$ cat config.mk
export PLATFORM = sky130hd
export DESIGN_NAME = noise_gate
export DESIGN_NICKNAME = d
export VERILOG_FILES = /design/src/rtl/effects_pkg.sv /design/src/rtl/envelope_follower.sv /design/src/rtl/noise_gate.sv
export SDC_FILE = /design/constraint.sdc
export NUM_CORES = 1
export LEC_CHECK = 0
export BUFFER_PORTS_ARGS = -buffer_cell sky130_fd_sc_hd__buf_2
export CAP_MARGIN = 20
export CORE_MARGIN = 2
export CORE_UTILIZATION = 60
export DETAILED_ROUTE_END_ITERATION = 8
export PLACE_DENSITY = 0.77
export SYNTH_ARGS = -nofsm -noshare
export SYNTH_HDL_FRONTEND = slang
export SYNTH_SLANG_ARGS = --single-unit
$ cat constraint.sdc
create_clock -name clk -period 9.6 [get_ports clk]
set_clock_uncertainty 0.15 [all_clocks]
set_input_delay 0.96 -clock clk [delete_from_list [all_inputs] [get_ports clk]]
set_output_delay 0.96 -clock clk [all_outputs]
set_load 0.1 [all_outputs]
$ cat src/rtl/effects_pkg.sv
// Shared types and constants for the effects-chain front end (noise gate and friends).
// Gain is unsigned Q1.8: GAIN_UNITY means a gain of exactly 1.0.
package effects_pkg;

    localparam int GAIN_W     = 9;
    localparam int GAIN_UNITY = 256;

    typedef enum logic [2:0] {
        ST_CLOSED  = 3'd0,
        ST_ATTACK  = 3'd1,
        ST_OPEN    = 3'd2,
        ST_HOLD    = 3'd3,
        ST_RELEASE = 3'd4
    } gate_state_e;

    function automatic logic is_gate_open(input gate_state_e s);
        return (s == ST_ATTACK) || (s == ST_OPEN) || (s == ST_HOLD);
    endfunction

endpackage

$ cat src/rtl/envelope_follower.sv
// One-pole envelope follower: env += (|x| - env) >>> ENV_SHIFT, kept in [0, 2^(DATA_W-1)-1].
// env_next_o is the value the register takes on this strobe, so callers can compare against it.
module envelope_follower #(
    parameter int DATA_W    = 16,
    parameter int ENV_SHIFT = 6
) (
    input  logic                     clk,
    input  logic                     rst_n,
    input  logic                     en_i,
    input  logic signed [DATA_W-1:0] sample_i,
    output logic        [DATA_W-2:0] env_next_o
);

    localparam logic        [DATA_W-2:0] ENV_MAX  = '1;
    localparam logic signed [DATA_W-1:0] MOST_NEG = {1'b1, {(DATA_W-1){1'b0}}};

    logic        [DATA_W-2:0] abs_x;
    logic        [DATA_W-2:0] env_q;
    logic        [DATA_W-2:0] env_d;
    logic signed [DATA_W:0]   diff;
    logic signed [DATA_W:0]   step;
    logic signed [DATA_W:0]   sum;

    always_comb begin
        // -2^(DATA_W-1) has no positive twin, so it pins to full scale.
        if (sample_i == MOST_NEG) begin
            abs_x = ENV_MAX;
        end else if (sample_i[DATA_W-1]) begin
            abs_x = (DATA_W-1)'(-sample_i);
        end else begin
            abs_x = sample_i[DATA_W-2:0];
        end

        diff = $signed({2'b00, abs_x}) - $signed({2'b00, env_q});
        step = diff >>> ENV_SHIFT;
        sum  = $signed({2'b00, env_q}) + step;

        if (sum[DATA_W]) begin
            env_d = '0;
        end else if (sum[DATA_W-1]) begin
            env_d = ENV_MAX;
        end else begin
            env_d = sum[DATA_W-2:0];
        end
    end

    always_ff @(posedge clk or negedge rst_n) begin
        if (!rst_n) begin
            env_q <= '0;
        end else if (en_i) begin
            env_q <= env_d;
        end
    end

    assign env_next_o = env_d;

endmodule

$ cat src/rtl/noise_gate.sv
// Noise gate: envelope-driven gain FSM (closed/attack/open/hold/release) applied to the sample stream.
// All state advances only on in_valid strobes; out_sample uses the gain in force before the strobe.
module noise_gate
    import effects_pkg::*;
#(
    parameter int DATA_W       = 16,
    parameter int ENV_SHIFT    = 6,
    parameter int HOLD_SAMPLES = 2400,
    parameter int ATTACK_STEP  = 32,
    parameter int RELEASE_STEP = 1
) (
    input  logic                     clk,
    input  logic                     rst_n,
    input  logic                     in_valid,
    input  logic signed [DATA_W-1:0] in_sample,
    input  logic        [DATA_W-2:0] thr_open,
    input  logic        [DATA_W-2:0] thr_close,
    output logic                     out_valid,
    output logic signed [DATA_W-1:0] out_sample,
    output logic                     gate_open
);

    localparam int                HOLD_W    = (HOLD_SAMPLES > 1) ? $clog2(HOLD_SAMPLES) : 1;
    localparam logic [HOLD_W-1:0] HOLD_LOAD = HOLD_W'(HOLD_SAMPLES - 1);
    localparam int                PROD_W    = DATA_W + GAIN_W + 1;

    gate_state_e              state_q, state_d;
    logic        [GAIN_W-1:0] gain_q, gain_d;
    logic        [HOLD_W-1:0] hold_q, hold_d;
    logic signed [DATA_W-1:0] out_sample_q, out_sample_d;
    logic                     out_valid_q;

    logic        [DATA_W-2:0] env_next;
    logic                     open_hit;
    logic                     close_hit;
    logic        [GAIN_W:0]   gain_up;
    logic signed [PROD_W-1:0] sample_ext;
    logic signed [PROD_W-1:0] gain_ext;
    logic signed [PROD_W-1:0] prod;

    envelope_follower #(
        .DATA_W    (DATA_W),
        .ENV_SHIFT (ENV_SHIFT)
    ) u_env (
        .clk        (clk),
        .rst_n      (rst_n),
        .en_i       (in_valid),
        .sample_i   (in_sample),
        .env_next_o (env_next)
    );

    assign open_hit   = (env_next >= thr_open);
    assign close_hit  = (env_next < thr_close);
    assign gain_up    = {1'b0, gain_q} + (GAIN_W+1)'(ATTACK_STEP);

    assign sample_ext = PROD_W'(in_sample);
    assign gain_ext   = PROD_W'($signed({1'b0, gain_q}));
    assign prod       = sample_ext * gain_ext;

    always_comb begin
        state_d      = state_q;
        gain_d       = gain_q;
        hold_d       = hold_q;
        out_sample_d = out_sample_q;

        if (in_valid) begin
            out_sample_d = DATA_W'(prod >>> 8);

            // Open test is checked first everywhere so inverted thresholds cannot ping-pong.
            unique case (state_q)
                ST_CLOSED: begin
                    if (open_hit) state_d = ST_ATTACK;
                end
                ST_ATTACK: begin
                    if (gain_up >= (GAIN_W+1)'(GAIN_UNITY)) begin
                        gain_d  = GAIN_W'(GAIN_UNITY);
                        state_d = ST_OPEN;
                    end else begin
                        gain_d = gain_up[GAIN_W-1:0];
                    end
                end
                ST_OPEN: begin
                    if (!open_hit && close_hit) begin
                        state_d = ST_HOLD;
                        hold_d  = HOLD_LOAD;
                    end
                end
                ST_HOLD: begin
                    if (open_hit) begin
                        state_d = ST_OPEN;
                    end else if (hold_q == '0) begin
                        state_d = ST_RELEASE;
                    end else begin
                        hold_d = hold_q - HOLD_W'(1);
                    end
                end
                ST_RELEASE: begin
                    if (open_hit) begin
                        state_d = ST_ATTACK;
                    end else if ({1'b0, gain_q} <= (GAIN_W+1)'(RELEASE_STEP)) begin
                        gain_d  = '0;
                        state_d = ST_CLOSED;
                    end else begin
                        gain_d = gain_q - GAIN_W'(RELEASE_STEP);
                    end
                end
                default: begin
                    state_d = ST_CLOSED;
                    gain_d  = '0;
                end
            endcase
        end
    end

    always_ff @(posedge clk or negedge rst_n) begin
        if (!rst_n) begin
            state_q      <= ST_CLOSED;
            gain_q       <= '0;
            hold_q       <= '0;
            out_sample_q <= '0;
            out_valid_q  <= 1'b0;
        end else begin
            state_q      <= state_d;
            gain_q       <= gain_d;
            hold_q       <= hold_d;
            out_sample_q <= out_sample_d;
            out_valid_q  <= in_valid;
        end
    end

    assign out_valid  = out_valid_q;
    assign out_sample = out_sample_q;
    assign gate_open  = is_gate_open(state_q);

endmodule
# Word-level counts from Yosys, hierarchy flattened
# Index checks and enable logic that the tools add are counted.
totals:
  regBits: 56
  out_inout_bits: 18
  elab_cells: 62
classes:
  addsub: 6
  n_mul: 1
  order_cmp: 4
  n_eq_ne: 13
  n_mux: 20
  bitwise: 1
  reduce_logical: 11
op_table:
  columns: ["operator", "n"]
  rows:
  - ["2-to-1 mux 15 bit", 4]
  - ["2-to-1 mux 12 bit", 3]
  - ["2-to-1 mux 9 bit", 3]
  - ["one-hot mux 9 bit (3 select lines)", 1]
  - ["multiplier 16 x 10 -> 24 bit", 1]
  - ["one-hot mux 12 bit (2 select lines)", 1]
  - ["2-to-1 mux 3 bit", 7]
  - ["adder 16 x 10 -> 17 bit", 1]
  - ["equality test 16 bit, second input constant", 1]
  - ["subtractor 15 x 15 -> 16 bit", 1]
  - ["greater-or-equal comparator 15 bit", 1]
  - ["less-than comparator 15 bit", 1]
  - ["negator 15 bit", 1]
  - ["one-hot mux 3 bit (5 select lines)", 1]
  - ["logical NOT 12 bit", 1]
  - ["inequality test 2 bit, second input constant", 6]
  - ["subtractor 12 x 1 -> 12 bit, second input constant", 1]
  - ["adder 9 x 6 -> 10 bit, second input constant", 1]
  - ["greater-or-equal comparator 10 x 9 -> 1 bit, second input constant", 1]
  - ["less-or-equal comparator 9 x 1 -> 1 bit, second input constant", 1]
  - ["subtractor 9 x 1 -> 9 bit, second input constant", 1]
  - ["equality test 3 x 2 -> 1 bit, second input constant", 2]
  - ["inequality test 3 bit, second input constant", 2]
  - ["AND reduction 6 bit", 1]
  - ["other kinds (11)", 12]

# Longest topological paths before layout
# Gate-level depths: netlist of the first run.
logic_depth:
  word_depth: 12
  ltp_mapped: 41
  mapped_depth_nobuf: 38

# By module
# Synthesis of the first run repeated with hierarchy kept, for this count alone.
hier_totals:
  hier_cells: 1201
  area_unflattened_um2: 10219.8
by_module_without_submodules:
  columns: ["mod", "n_inst", "cells_each", "area_each_um2"]
  rows:
  - ["noise_gate", 1, 860, 7657.3]
  - ["envelope_follower", 1, 341, 2562.5]

# Worst setup path after synthesis of the first run
# Ideal clock, no wire load.
synth_timing:
  kind: "input-to-reg"
  from: "input port in_sample[0]"
  to: "register hold_q[11]"
  t_arrival_ps: 9355
  t_required_ps: 9355
  path_slack_ps: 0
  cell_stages: 39
  path_buffers: 4
  cell_sequence: "clkbuf_1 inv_1 ha_1 or3b_2 or3_1 or2_2 or4b_2 clkbuf_1 nand2_1 ha_1 nand4_1 nand3_1 o211a_1 o21a_1 o21a_1 nor2_1 nor2b_1 nor2_1 [... 3 more ...] o2111ai_1 a211oi_1 a311oi_1 xnor2_1 clkbuf_1 a21oi_1 ha_1 a21oi_1 nor2b_1 o21ai_0 a21oi_1 o41ai_1 o21ai_0 a21oi_1 nand2b_1 or2_1 buf_4 o31ai_1"
synth_between:
  elab_chain_len: 12
  elab_cells_between_ends: 15
  classes_between: "3 x add/sub; 2 x order compare; 3 x eq/ne; 4 x mux; 3 x reduce/logical"
synth_lines:
  columns: ["element", "line_no", "text"]
  rows:
  - ["from (decl)", "noise_gate.sv:15", "input logic signed [DATA_W-1:0] in_sample,"]
  - ["negator 15 bit", "envelope_follower.sv:29", "abs_x = (DATA_W-1)'(-sample_i);"]
  - ["2-to-1 mux 15 bit", "envelope_follower.sv:28", "end else if (sample_i[DATA_W-1]) begin"]
  - ["2-to-1 mux 15 bit (*)", "envelope_follower.sv:26", "if (sample_i == MOST_NEG) begin"]
  - ["subtractor 15 x 15 -> 16 bit (*)", "envelope_follower.sv:34", "diff = $signed({2'b00, abs_x}) - $signed({2'b00, env_q});"]
  - ["adder 16 x 10 -> 17 bit (*)", "envelope_follower.sv:36", "sum = $signed({2'b00, env_q}) + step;"]
  - ["2-to-1 mux 15 bit", "envelope_follower.sv:40", "end else if (sum[DATA_W-1]) begin"]
  - ["2-to-1 mux 15 bit (*)", "envelope_follower.sv:38", "if (sum[DATA_W]) begin"]
  - ["net env_next[9]", "noise_gate.sv:33", "logic [DATA_W-2:0] env_next;"]
  - ["greater-or-equal comparator 15 bit", "noise_gate.sv:52", "assign open_hit = (env_next >= thr_open);"]
  - ["logical NOT 1 bit", "noise_gate.sv:83", "if (!open_hit && close_hit) begin"]
  - ["logical AND 1 bit", "noise_gate.sv:83", null]
  - ["inequality test 2 bit (no line)", null, null]
  - ["AND reduction 5 bit (no line) (*)", null, null]
  - ["to (signal assigned)", "noise_gate.sv:125", "hold_q <= hold_d;"]
  - ["to (decl)", "noise_gate.sv:29", "logic [HOLD_W-1:0] hold_q, hold_d;"]
# The timed path passes the listed nets; every way through them passes the cells marked *.
# A chain may end at the register's enable or synchronous reset.

# Final worst setup path of the first run
layout_timing:
  from: "input port in_sample[0]"
  to: "register gain_q[6]"
layout_between:
  elab_chain_len: 10
  elab_cells_between_ends: 11
  classes_between: "3 x add/sub; 1 x order compare; 2 x eq/ne; 4 x mux; 1 x reduce/logical"
layout_lines:
  columns: ["element", "line_no", "text"]
  rows:
  - ["negator 15 bit", "envelope_follower.sv:29", null]
  - ["2-to-1 mux 15 bit", "envelope_follower.sv:28", null]
  - ["2-to-1 mux 15 bit (*)", "envelope_follower.sv:26", null]
  - ["subtractor 15 x 15 -> 16 bit (*)", "envelope_follower.sv:34", null]
  - ["adder 16 x 10 -> 17 bit (*)", "envelope_follower.sv:36", null]
  - ["2-to-1 mux 15 bit", "envelope_follower.sv:40", null]
  - ["2-to-1 mux 15 bit (*)", "envelope_follower.sv:38", null]
  - ["net env_next[11]", "noise_gate.sv:33", null]
  - ["greater-or-equal comparator 15 bit (*)", "noise_gate.sv:52", null]
  - ["inequality test 2 bit (no line) (*)", null, null]
  - ["AND reduction 3 bit (no line) (*)", null, null]
  - ["to (signal assigned)", "noise_gate.sv:124", "gain_q <= gain_d;"]
  - ["to (decl)", "noise_gate.sv:28", "logic [GAIN_W-1:0] gain_q, gain_d;"]
# Marks and branches as above.

==> results by group, run 1 <==
GRT
  • Vias in the first global route: 8121
  • Grt total ovfl: 0
  • Largest net degree at the start of global routing: 57
  • First-pass GRT wire length: 38600 um
  • Total Routing Usage GR: 0.272
  • Initial antenna violation count: 0

Die
  • I/O pins: 67
  • Number of cell rows: 46
  • DIE AREA: 0.0174 mm^2
  • Die X: 132 um
  • Initial Util: 0.615
  • Vert. Die Dim: 132 um
  • Core area: 0.0159 mm^2

Detailed routing
  • Drt drc: 0
  • Via Count: 8088
  • Vias/cell: 5.73
  • DR iter-0 viols: 496
  • Drt wl/cell: 16.3 um
  • Post-route antenna net violation count: 0
  • DRT Wirelength: 22900 um
  • First-pass DRT Iterations: 6

Outcome
  • Status: finished, final reports clean

Layout
  • Layout cells sized above 1: 0.115
  • Post-Layout Cell Count: 1411
  • Final non-filler cell area: 0.0107 mm^2
  • Antenna diodes: 0
  • Fill cells: 1355
  • Final net count: 1473
  • Commonest non-fill, non-tap cells in the layout: inv_1 (188), fa_1 (115), ha_1 (114), nand2_1 (97), and2_1 (89)
  • Area grow syn2layout: 8.77%
  • Commonest non-fill, non-tap cell in the layout: inv_1

Logic synthesis
  • Seq/Total Area, Yosys: 0.143
  • Netlist cell types: 61
  • EDFF count, synth: 0
  • YS warnings: 0
  • Post-Synthesis Cells: 1144
  • Avg Inst Size Synth: 8.57 um^2
  • Top cells by area, synth: fa_1 (23%), ha_1 (15%), dfrtp_1 (14%)
  • Post-synth top area share: 0.235
  • Synth area leader: fa_1
  • Ys async rst share: 1.00
  • Syn nets: 1423
  • Post-Syn Area: 0.00981 mm^2
  • Number of synthesized register bits: 56
  • Main synth FF type: dfrtp_1

Clocking
  • Hold Buf Count CTS: 0
  • Root buffer cell: clkbuf_16
  • Clock latency on the worst-skew pair: 320 ps
  • Clock tree buffer depth: 2
  • CTS Buf Count: 5
  • Max H-tree Level: 2
  • Clk sinks: 56
  • Clock slew at the register clock pins of the worst setup and hold paths: 80 ps
  • CTS tree: yes

Setup path
  • Worst path arrival time: 9140 ps
  • Worst Path Max Fanout: 8
  • CP Class: input port to register
  • Endpoint class of the critical path: register
  • Family with the most delay on the worst path: compound AO/OA/AOI/OAI gates
  • Most frequent CP cell: a21oi_1
  • Startpoint types: input port
  • Max incr delay on CP: 570 ps
  • Crit path required time: 9620 ps
  • Slowest stage cell, crit path: or4b_4
  • Buf/Inv on CP: 5

STA
  • Worst slew margin: 0.472
  • Final min period: 9110 ps
  • FMAX: 0.110 GHz
  • Hold Fails Final Rpt: 0
  • Pin slew with the least headroom to its limit: 792 ps
  • Setup TNS: 0 ps
  • Unrepaired setup endpoints after global routing: no
  • Slew Viols, Final: 0
  • Hold slack: 349 ps
  • Tcrit/Tclk final: 0.949
  • Setup violators final: 0

Pwr
  • Leak: 5.60 nW
  • Total power: 3.81 mW
  • Max rail drop VDD: 223 uV
  • Power Density: 357 mW/mm^2

Place
  • Post-detailed-placement half-perimeter wirelength: 17800 um
  • Placed cells: 1397
  • RePlAce Congestion: 0.915
  • Area after DPL: 0.0104 mm^2
  • IO buf count: 66

Job
  • Max_cap viols: 0

Worst hold path
  • Worst hold path class: register to register
-- cell usage after synthesis (all sizes together) (6+ instances only) --
master    n
a211oi    6
nand4    12
a21o     18
and3      6
or3      12
nor3     22
mux2     12
fa      115
a21oi    60
o21a      8
xnor2    30
nand3    15
dfrtp    56
o21ai    56
nand2b   13
o31ai    19
inv     189
nor2b    17
ha      115
nand2    97
clkbuf   43
and2     89
xor2     26
o21bai    7
nor2     47
-- sequential cells by signal, indices dropped and copies added (netlist names) --
register     cells
state_q          3
out_sample      16
gain_q           9
u_env.env_q     15
out_valid        1
hold_q          12
-- power breakdown --
group          internal [mW]  leakage, nW  total (mW)  switching [mW]
Combinational           1.31         4.82        3.18            1.86
Clock                  0.101       0.0767       0.211           0.109
Sequential             0.315        0.707       0.422           0.107
-- worst paths after layout --
path                                startpoint        endpoint  slack [ps]  depth (start not counted)
worst max register to register  u_env.env_q[4]       gain_q[6]        2920                         31
max in group asynchronous                rst_n  u_env.env_q[2]        8140                          2
min in group asynchronous                rst_n       hold_q[2]         640                          2
worst min register to register       hold_q[4]       hold_q[4]         350                          1
worst max-delay path              in_sample[0]       gain_q[6]         490                         39
worst min-delay path                 hold_q[4]       hold_q[4]         350                          1
-- layer usage --
metal / vias up / GRT usage / wire [um]
met1: 3968 / 0.378 / 10100
met2: 236 / 0.454 / 11000
met5: - / 0 / 0
met4: 0 / 0.0640 / 417
li1: 3848 / - / -
met3: 36 / 0.0381 / 1380
-- logic make-up after synthesis --
family                   synth area share
adder cells (fa/ha/maj)             0.382
AND/OR/NAND/NOR                     0.183
XOR/XNOR                           0.0500
AO/OA/AOI/OAI                       0.137
flip-flops                          0.143
multiplexers                       0.0158
buffers and inverters              0.0900
-- per-stage QoR --
step	util	setup slack, ps
6_report	0.669	485
5_1_grt	0.669	47.2
4_1_cts	0.660	27.2
3_5_place_dp	0.650	-271
3_3_place_gp	0.650	-10.3
2_1_floorplan	-	192
-- final cells by class --
cell class / instances / area, um^2 / area share
repair buffers: 88 / 499 / 0.0468
clock buffers: 5 / 125 / 0.0117
well taps: 216 / 270 / 0.0253
clock inverters: 3 / 28.8 / 0.00270
multi-input cells: 854 / 7630 / 0.716
inverters: 189 / 709 / 0.0665
flip-flops and latches: 56 / 1400 / 0.131
-- timing repair --
action	CTS	global route
gates resized for setup	0	21
endpoints found under the setup margin	0	23
buffers inserted	0	5
Note: power is estimated with default switching activity, not from simulation.
==> run 2: changes to the inputs <==
--- a/config.mk
+++ b/config.mk
@@ -5,12 +5,14 @@
 export SDC_FILE = /design/constraint.sdc
 export NUM_CORES = 1
 export LEC_CHECK = 0
-export BUFFER_PORTS_ARGS = -buffer_cell sky130_fd_sc_hd__buf_2
 export CAP_MARGIN = 20
 export CORE_MARGIN = 2
 export CORE_UTILIZATION = 60
 export DETAILED_ROUTE_END_ITERATION = 8
-export PLACE_DENSITY = 0.77
+export DONT_BUFFER_PORTS = 1
+export GPL_TIMING_DRIVEN = 1
+export PLACE_DENSITY = 0.74
+export RECOVER_POWER = 25
 export SYNTH_ARGS = -nofsm -noshare
 export SYNTH_HDL_FRONTEND = slang
 export SYNTH_SLANG_ARGS = --single-unit
==> run 2 against run 1 <==
Count of clock-buffer cells in the layout stayed put. Wire length shrank 1.1%. Clock power about the same. Largest cell class unchanged. Register-to-register slack worse by 20 ps. Non-clock buffer count shrank 79. Combinational power shrank 9.4%. Final cell count shrank 5.6%. Total power shrank 4.5%. Utilization fell by 3.0 points. Sequential power increased by 30%. Highest routed layer unchanged. Critical path depth down 4. Sequential share of layout area increased by 0.62 points.
==> results by group, run 2 (synthesis results as in run 1) <==
Die
  • Initial Util: 0.615 (unchanged)
  • Core area: 0.0159 mm^2 (unchanged)
  • I/O pins: 67 (unchanged)
  • DIE AREA: 0.0174 mm^2 (unchanged)
  • Number of cell rows: 46 (unchanged)
  • Die X: 132 um (unchanged)
  • Vert. Die Dim: 132 um (unchanged)

Layout
  • Area grow syn2layout: 3.89% (was 8.77%)
  • Area of the multi-input gates: 0.00758 mm^2 (was 0.00763 mm^2)
  • Commonest non-fill, non-tap cells in the layout: inv_1 (189), fa_1 (115), ha_1 (115), nand2_1 (97), and2_1 (89) (was inv_1 (188), fa_1 (115), ha_1 (114), nand2_1 (97), and2_1 (89))
  • Final net count: 1394 (was 1473)
  • Layout cells sized above 1: 0.0466 (was 0.115)
  • Commonest non-fill, non-tap cell in the layout: inv_1 (unchanged)
  • Final non-filler cell area: 0.0102 mm^2 (was 0.0107 mm^2)
  • Fill cells: 1419 (was 1355)
  • Antenna diodes: 0 (unchanged)
  • Max FFs per register: 16 (unchanged)
  • Post-Layout Cell Count: 1332 (was 1411)
  • Register area: 0.00140 mm^2 (unchanged)

GRT
  • Largest net degree at the start of global routing: 57 (unchanged)
  • First-pass GRT wire length: 38500 um (was 38600 um)
  • Grt total ovfl: 0 (unchanged)
  • Initial antenna violation count: 0 (unchanged)
  • Vias in the first global route: 7962 (was 8121)
  • Total Routing Usage GR: 0.273 (was 0.272)

Pwr
  • Sw Pwr: 2.00 mW (was 2.08 mW)
  • Comb power frac: 0.792 (was 0.834)
  • Total power: 3.64 mW (was 3.81 mW)
  • Clock Power Share: 0.057 (was 0.055)
  • Sequential Power Share: 0.150 (was 0.111)
  • Max rail drop VDD: 220 uV (was 223 uV)
  • Leak: 5.26 nW (was 5.60 nW)
  • Power Density: 357 mW/mm^2 (about the same)
  • Switch share: 0.550 (was 0.546)
  • Int Pwr: 1.64 mW (was 1.73 mW)

STA
  • Hold slack: 178 ps (was 349 ps)
  • FMAX: 0.111 GHz (was 0.110 GHz)
  • Tcrit/Tclk final: 0.940 (was 0.949)
  • Final worst slack: 575 ps (was 485 ps)
  • Hold Fails Final Rpt: 0 (unchanged)
  • Worst slew margin: 0.265 (was 0.472)
  • Pin slew with the least headroom to its limit: 1100 ps (was 792 ps)
  • Setup violators final: 0 (unchanged)
  • Final min period: 9030 ps (was 9110 ps)
  • Slew Viols, Final: 0 (unchanged)

Clocking
  • Hold Buf Count CTS: 0 (unchanged)
  • CTS Buf Count: 5 (unchanged)
  • Root buffer cell: clkbuf_16 (unchanged)
  • Clk sinks: 56 (unchanged)
  • Clock slew at the register clock pins of the worst setup and hold paths: 90 ps (was 80 ps)
  • Max H-tree Level: 2 (unchanged)
  • CTS tree: yes (unchanged)
  • Clock tree buffer depth: 2 (unchanged)
  • Clock latency on the worst-skew pair: 310 ps (was 320 ps)

Place
  • IO buf count: 0 (was 66)
  • DP Worst Slack: -144 ps (was -271 ps)
  • Area after DPL: 0.00997 mm^2 (was 0.0104 mm^2)
  • Placed cells: 1322 (was 1397)
  • RePlAce Congestion: 0.945 (was 0.915)
  • Post-detailed-placement half-perimeter wirelength: 17900 um (was 17800 um)

Setup path
  • Startpoint types: input port (unchanged)
  • Worst path arrival time: 9090 ps (was 9140 ps)
  • Slowest stage cell, crit path: or4b_4 (unchanged)
  • Crit path required time: 9670 ps (was 9620 ps)
  • Endpoint class of the critical path: register (unchanged)
  • CP Class: input port to register (unchanged)
  • Worst Path Max Fanout: 13 (was 8)
  • Max incr delay on CP: 620 ps (was 570 ps)

Job
  • Max_cap viols: 0 (unchanged)

Detailed routing
  • First-pass DRT Iterations: 5 (was 6)
  • DRT Wirelength: 22700 um (was 22900 um)
  • Via Count: 7665 (was 8088)
  • DR iter-0 viols: 424 (was 496)
  • Vias/cell: 5.75 (was 5.73)
  • Drt wl/cell: 17.0 um (was 16.3 um)
  • Drt drc: 0 (unchanged)
  • Post-route antenna net violation count: 0 (unchanged)

Worst hold path
  • Worst hold path class: input port to async pin (was register to register)

Outcome
  • Status: finished, final reports clean (unchanged)
-- run 2: cell count changes in the layout (fill, tap and decap cells not counted), sizes merged --
cell,before,now
clkdlybuf4s15,1,0
buf,87,9
clkinv,0,2
inv,192,190
-- run 2: through the flow --
stage | utilization | setup TNS (ps)
6_report | 0.639 | 0
5_1_grt | 0.639 | -27.4
4_1_cts | 0.635 | 0
3_5_place_dp | 0.625 | -641
3_3_place_gp | 0.625 | 0
2_1_floorplan | - | 0
-- run 2: worst max-delay path, delay by kind of cell --
family | cells | cell delay, ps
simple gates | 12 | 3290
xor+xnor | 2 | 340
compound gates | 16 | 3440
fa+ha+maj | 4 | 960
buf+inv | 1 | 90
-- run 2: power by group through the flow --
stage                     logic [mW]  registers, mW  clock network, mW
after floorplan                 2.22          0.478                  0
after global placement          2.74          0.549                  0
after detailed placement        2.79          0.552                  0
after CTS                       2.81          0.547              0.213
after global routing            3.28          0.562              0.223
final                           2.88          0.547              0.209
-- run 2: timing repair --
action / in CTS / in global routing
setup endpoints to repair: 0 / 23
resized for setup: 0 / 10
setup buffers: 0 / 2
-- run 2: final timing paths --
kind	cells after the start	to	startpoint	slack, ps
worst min-delay path	0	hold_q[5]	rst_n	180
worst max-delay path	35	hold_q[3]	in_sample[0]	570
worst max register to register	29	hold_q[3]	u_env.env_q[1]	2900
worst min register to register	1	hold_q[7]	hold_q[7]	350
max in group asynchronous	0	gain_q[3]	rst_n	8990
min in group clk	1	hold_q[7]	hold_q[7]	350
-- run 2: final cells by class --
type	count	area share
inverters	189	0.0696
multi-input cells	854	0.744
flip-flops and latches	56	0.138
repair buffers	9	0.00663
clock buffers	5	0.0123
clock inverters	3	0.00332
well taps	216	0.0265
-- run 2: per-layer routing --
layer	wire length, um	global-route usage	vias to the layer above
li1	-	-	3686
met1	10300	0.381	3795
met2	11000	0.456	161
met3	1070	0.0350	23
met4	355	0.0604	0
met5	0	0	-
